<file path="config.mk">
export PLATFORM = sky130hd
export DESIGN_NAME = fetch_stage_hs
export DESIGN_NICKNAME = d
export VERILOG_FILES = /design/src/rtl/pipeline_pkg.sv /design/src/rtl/fetch_pc_gen.sv /design/src/rtl/fetch_stage_hs.sv
export SDC_FILE = /design/constraint.sdc
export NUM_CORES = 1
export LEC_CHECK = 0
export ABC_AREA = 1
export CORE_MARGIN = 5
export CORE_UTILIZATION = 30
export CTS_CLUSTER_SIZE = 8
export DETAILED_ROUTE_END_ITERATION = 16
export SLEW_MARGIN = 20
export SYNTH_ARGS = -nofsm -noshare
export SYNTH_HDL_FRONTEND = slang
export SYNTH_SLANG_ARGS = --single-unit
export TNS_END_PERCENT = 5
</file>
<file path="constraint.sdc">
create_clock -name clk -period 4.44 [get_ports clk]
set_input_delay 0.666 -clock clk [delete_from_list [all_inputs] [get_ports clk]]
set_output_delay 0.666 -clock clk [all_outputs]
set_load 0.01 [all_outputs]
</file>
<file path="src/rtl/pipeline_pkg.sv">
// Shared definitions for the pipelined RISC-V fetch path: FSM encoding and
// default widths/constants used by the fetch stage and its PC generator.
package pipeline_pkg;

  typedef enum logic [1:0] {
    REQ  = 2'd0,
    WAIT = 2'd1,
    HOLD = 2'd2
  } fetch_state_e;

  localparam int          DEF_XLEN      = 32;
  localparam logic [31:0] DEF_RESET_PC  = 32'h0000_0000;
  localparam logic [31:0] DEF_NOP_INSTR = 32'h0000_0013;

endpackage

</file>
<file path="src/rtl/fetch_pc_gen.sv">
// F-stage program counter with next-PC priority redirect > advance > hold.
module fetch_pc_gen
  import pipeline_pkg::*;
#(
  parameter int              XLEN     = DEF_XLEN,
  parameter logic [XLEN-1:0] RESET_PC = XLEN'(DEF_RESET_PC)
) (
  input  logic            clk,
  input  logic            rst,
  input  logic            redirect,
  input  logic [XLEN-1:0] target,
  input  logic            advance,
  output logic [XLEN-1:0] pcf,
  output logic [XLEN-1:0] pcf_plus4
);

  // Modulo 2^XLEN, so the PC wraps naturally.
  assign pcf_plus4 = pcf + XLEN'(4);

  always_ff @(posedge clk or negedge rst) begin
    if (!rst) begin
      pcf <= RESET_PC;
    end else if (redirect) begin
      pcf <= target;
    end else if (advance) begin
      pcf <= pcf_plus4;
    end
  end

endmodule

</file>
<file path="src/rtl/fetch_stage_hs.sv">
// Fetch stage with valid/ready instruction-memory handshake, one outstanding
// request, hazard stall/flush control and discard of fetches killed by redirect.
module fetch_stage_hs
  import pipeline_pkg::*;
#(
  parameter int              XLEN      = DEF_XLEN,
  parameter logic [XLEN-1:0] RESET_PC  = XLEN'(DEF_RESET_PC),
  parameter logic [31:0]     NOP_INSTR = DEF_NOP_INSTR
) (
  input  logic            clk,
  input  logic            rst,
  input  logic            PCSrcE,
  input  logic [XLEN-1:0] PCTargetE,
  input  logic            StallF,
  input  logic            StallD,
  input  logic            FlushD,
  output logic            imem_req_valid,
  input  logic            imem_req_ready,
  output logic [XLEN-1:0] imem_addr,
  input  logic            imem_rsp_valid,
  input  logic [31:0]     imem_rsp_data,
  output logic [31:0]     InstrD,
  output logic [XLEN-1:0] PCD,
  output logic [XLEN-1:0] PCPlus4D,
  output logic            ValidD
);

  fetch_state_e    state, state_nxt;
  logic            discard, discard_nxt;
  logic [31:0]     hold_buf;
  logic [XLEN-1:0] pcf, pcf_plus4;
  logic            handshake, wait_rsp, load_rsp, load_hold, load_due, capture, advance;

  fetch_pc_gen #(
    .XLEN     (XLEN),
    .RESET_PC (RESET_PC)
  ) u_pc_gen (
    .clk       (clk),
    .rst       (rst),
    .redirect  (PCSrcE),
    .target    (PCTargetE),
    .advance   (advance),
    .pcf       (pcf),
    .pcf_plus4 (pcf_plus4)
  );

  assign imem_req_valid = rst && (state == REQ) && !StallF;
  assign imem_addr      = pcf;
  assign handshake      = imem_req_valid && imem_req_ready;

  // A redirect in the response cycle kills the word just like a pending discard.
  assign wait_rsp  = (state == WAIT) && imem_rsp_valid && !discard && !PCSrcE;
  assign load_rsp  = wait_rsp && !StallD;
  assign capture   = wait_rsp && StallD;
  assign load_hold = (state == HOLD) && !PCSrcE && !StallD;
  assign load_due  = load_rsp || load_hold;
  assign advance   = load_due && !StallF;

  always_comb begin
    state_nxt   = state;
    discard_nxt = discard;
    unique case (state)
      REQ: begin
        if (handshake) begin
          state_nxt   = WAIT;
          discard_nxt = PCSrcE;
        end
      end
      WAIT: begin
        if (imem_rsp_valid) begin
          discard_nxt = 1'b0;
          state_nxt   = capture ? HOLD : REQ;
        end else if (PCSrcE) begin
          discard_nxt = 1'b1;
        end
      end
      HOLD: begin
        if (PCSrcE || !StallD) state_nxt = REQ;
      end
      default: state_nxt = REQ;
    endcase
  end

  always_ff @(posedge clk or negedge rst) begin
    if (!rst) begin
      state   <= REQ;
      discard <= 1'b0;
    end else begin
      state   <= state_nxt;
      discard <= discard_nxt;
    end
  end

  always_ff @(posedge clk) begin
    if (capture) hold_buf <= imem_rsp_data;
  end

  // F/D register: redirect/flush bubble beats load; an idle, unstalled D gets a bubble.
  always_ff @(posedge clk or negedge rst) begin
    if (!rst) begin
      InstrD   <= NOP_INSTR;
      PCD      <= '0;
      PCPlus4D <= '0;
      ValidD   <= 1'b0;
    end else if (PCSrcE || FlushD) begin
      InstrD <= NOP_INSTR;
      ValidD <= 1'b0;
    end else if (load_due) begin
      InstrD   <= load_rsp ? imem_rsp_data : hold_buf;
      PCD      <= pcf;
      PCPlus4D <= pcf_plus4;
      ValidD   <= 1'b1;
    end else if (!StallD) begin
      InstrD <= NOP_INSTR;
      ValidD <= 1'b0;
    end
  end

endmodule

</file>
==> summary.txt <==
Post-CTS Setup Bufs: 0
Syn. warnings: 0
Layout Nets: 1125
clock-pin slew on the worst setup and hold paths: 0.07 ns
CP Class: in2out
Placed Instance Area: 0.00968 mm^2
CTS max path bufs: 2
period utilization: 63.8%
global-route wire length before repair: 36800 um
Final Total Pwr: 3820 uW
syn_area_per_cell: 8.58 um^2
worst-margin pin slew: 0.954 ns
internal cell power: 2790 uW
top-count cell post-synth: nand2_1
Max Slew Vio Count: 0
ys async rst share: 80.2%
multiplexer share of the synthesized area: 0%
Period minus WS final: 2.83 ns
pin count of the biggest net entering global routing: 92
main combinational cell family by area after synthesis: simple AND/OR/NAND/NOR gates
CP max FO: 56
FF-to-FF Start: state[1]
endpoint class of the critical path: primary output
DP Cell Count: 1357
TritonCTS clock tree: yes
register bit total from synthesis: 162
Min-Delay Path Class: in2async
synthesized area: 0.00745 mm^2
commonest cells in the synthesized netlist: nand2_1 (330), dfrtp_1 (127), nand3_1 (101)
PortBufs: 201
Critical Path RT: 3.77 ns
number of fill cells: 2437
status: finished clean
area leader, netlist: dfrtp_1
Via Count: 6423
Finish-stage setup viols: 0
all-layer global routing usage: 16.4%
post-synthesis sequential area ratio: 56.6%
chip width: 168 um
Setup crit start: rst
antenna-violating nets left: 0
PnR worst setup slack: 1.61 ns
predominant post-synthesis flop cell: dfrtp_1
finished layout cell area: 0.0103 mm^2
setup tns final: 0 ns
post-synthesis simple-gate area fraction: 29.7%
clock latency on the worst-skew pair: 0.43 ns
initial antenna violation count: 1
power density over the cells: 372 mW/mm^2
startpoint class of the critical path: input port
Post-CTS Resized: 0
vias in the first global route: 6537
initial core utilization: 30.5%
Synth area leaders: dfrtp_1 (43%), nand2_1 (17%), edfxtp_1 (13%)
clk_skew: 0.0121 ns
DRC Markers: 0
Num CTS Buffers: 17
Starting DRT DRC Count: 535
dpl ws: 1.27 ns
CTS Sinks: 162
Lkg Pwr: 0.00458 uW
CORE AREA: 0.0244 mm^2
Std-Cell Rows: 57
syn nets: 941
die area: 0.0281 mm^2
Sequential Power Share: 45.4%
GP Congestion: 0.793
Gate power share: 16.1%
Yosys top cell area share: 42.7%
Peak VDD IR: 0.199 mV
Final Hold Fails: 0
switch share: 26.9%
synthesized-area fraction occupied by adder cells: 0.168%
RSZ-0062 raised after global routing: false
Net Sw Power: 1030 uW
fmax: 353 MHz
root buf cell: clkbuf_16
DR WL/cell: 16.6 um
number of max-cap violations: 0
Max-slew headroom: 36.4%
Compound-Gate Fraction of Synth Area: 6.30%
GRT overflow: 0
Top-Level Pins: 202
# hold bufs at CTS: 0
ant diodes: 0
Unique masters post-synth: 32
Post-synth EDFFs: 32
CP arrival: 2.17 ns
Mapped Cells: 868
ratio of cells with drive above 1 in the final layout: 5.73%
H-tree depth: 4
Die H: 168 um
detailed placement HPWL: 16100 um
Via density: 4.62
Clock Power Share: 38.5%
synth-to-layout area growth: 37.9%
fin cells: 1389
total iterations of the first detailed-routing run: 7
Synth Area in XOR/XNOR: 0.941%
DRT Wirelength: 23100 um
==> state kept, by name, indices dropped and copies added (netlist names) <==
register / cells
InstrD: 32
PCD: 32
PCPlus4D: 30
ValidD: 1
discard: 1
hold_buf: 32
state: 2
u_pc_gen.pcf: 32
==> cell usage in the layout (no fill, tap or decap), types with 5 or more instances in the layout <==
master	count
clkbuf_16	18
dfrtp_1	127
o211ai_1	29
o21ai_1	29
nor2_2	5
nand2_1	330
nor2_1	41
xor2_1	6
inv_1	53
edfxtp_1	32
nand3_1	101
o21ai_0	14
buf_4	7
clkdlybuf4s50_1	199
or2_0	27
==> worst paths after layout <==
check / endpoint / slack (ns) / cells past startpoint
worst max-delay path: imem_req_valid / 1.61 / 4
worst min-delay path: PCPlus4D[8] / 0.19 / 1
worst max register to register: u_pc_gen.pcf[26] / 2.01 / 7
worst min register to register: PCD[31] / 0.48 / 2
max in group asynchronous: u_pc_gen.pcf[23] / 3.13 / 2
min in group clk: PCD[31] / 0.48 / 2
==> per-layer routing <==
layer / up-vias / track usage (%) / wire length [um]
li1: 3174 / - / -
met1: 2992 / 22.2 / 10300
met2: 234 / 25.4 / 10300
met3: 21 / 6.34 / 2220
met4: 2 / 3.28 / 195
met5: - / 0 / 7
==> metrics by stage <==
stage          hold slack, ns  util (%)
3_5_place_dp            0.466      39.7
6_report                0.188      42.1
2_1_floorplan           0.370         -
4_1_cts                 0.195      42.1
3_3_place_gp            0.464      39.7
5_1_grt                 0.222      42.1
==> cell type report <==
type                            instances  area (um^2)  area share (%)
Sequential cell                       162         4220            41.1
Multi-Input combinational cell        606         2780            27.1
Timing Repair Buffer                  209         2070            20.2
Clock buffer                           22          485            4.73
Tap cell                              324          405            3.95
Inverter                               56          210            2.05
Clock inverter                         10         97.6           0.951
==> power by group through the flow <==
stage | combinational [uW] | clock, uW | sequential, uW
after floorplan | 198 | 0 | 1790
after global placement | 617 | 0 | 1760
after detailed placement | 625 | 0 | 1760
after CTS | 627 | 1500 | 1730
after global routing | 679 | 1560 | 1750
final | 615 | 1470 | 1730
==> cells by family (layout without fill, tap and decap cells) <==
kind of cell | Yosys count | in the layout
and+or+nand+nor | 519 | 519
DFF | 162 | 162
buffers and inverters | 100 | 297
AOI/OAI and AO/OA | 78 | 78
xor gates and xnor gates | 8 | 8
adders and majority gates | 1 | 1
==> critical path, cell delays in order <==
cell and delay, ns:
buf_6 0.40, nand2_1 0.16, nor3_1 0.29, clkdlybuf4s50_1 0.61
Note: power is estimated with default switching activity, not from simulation.
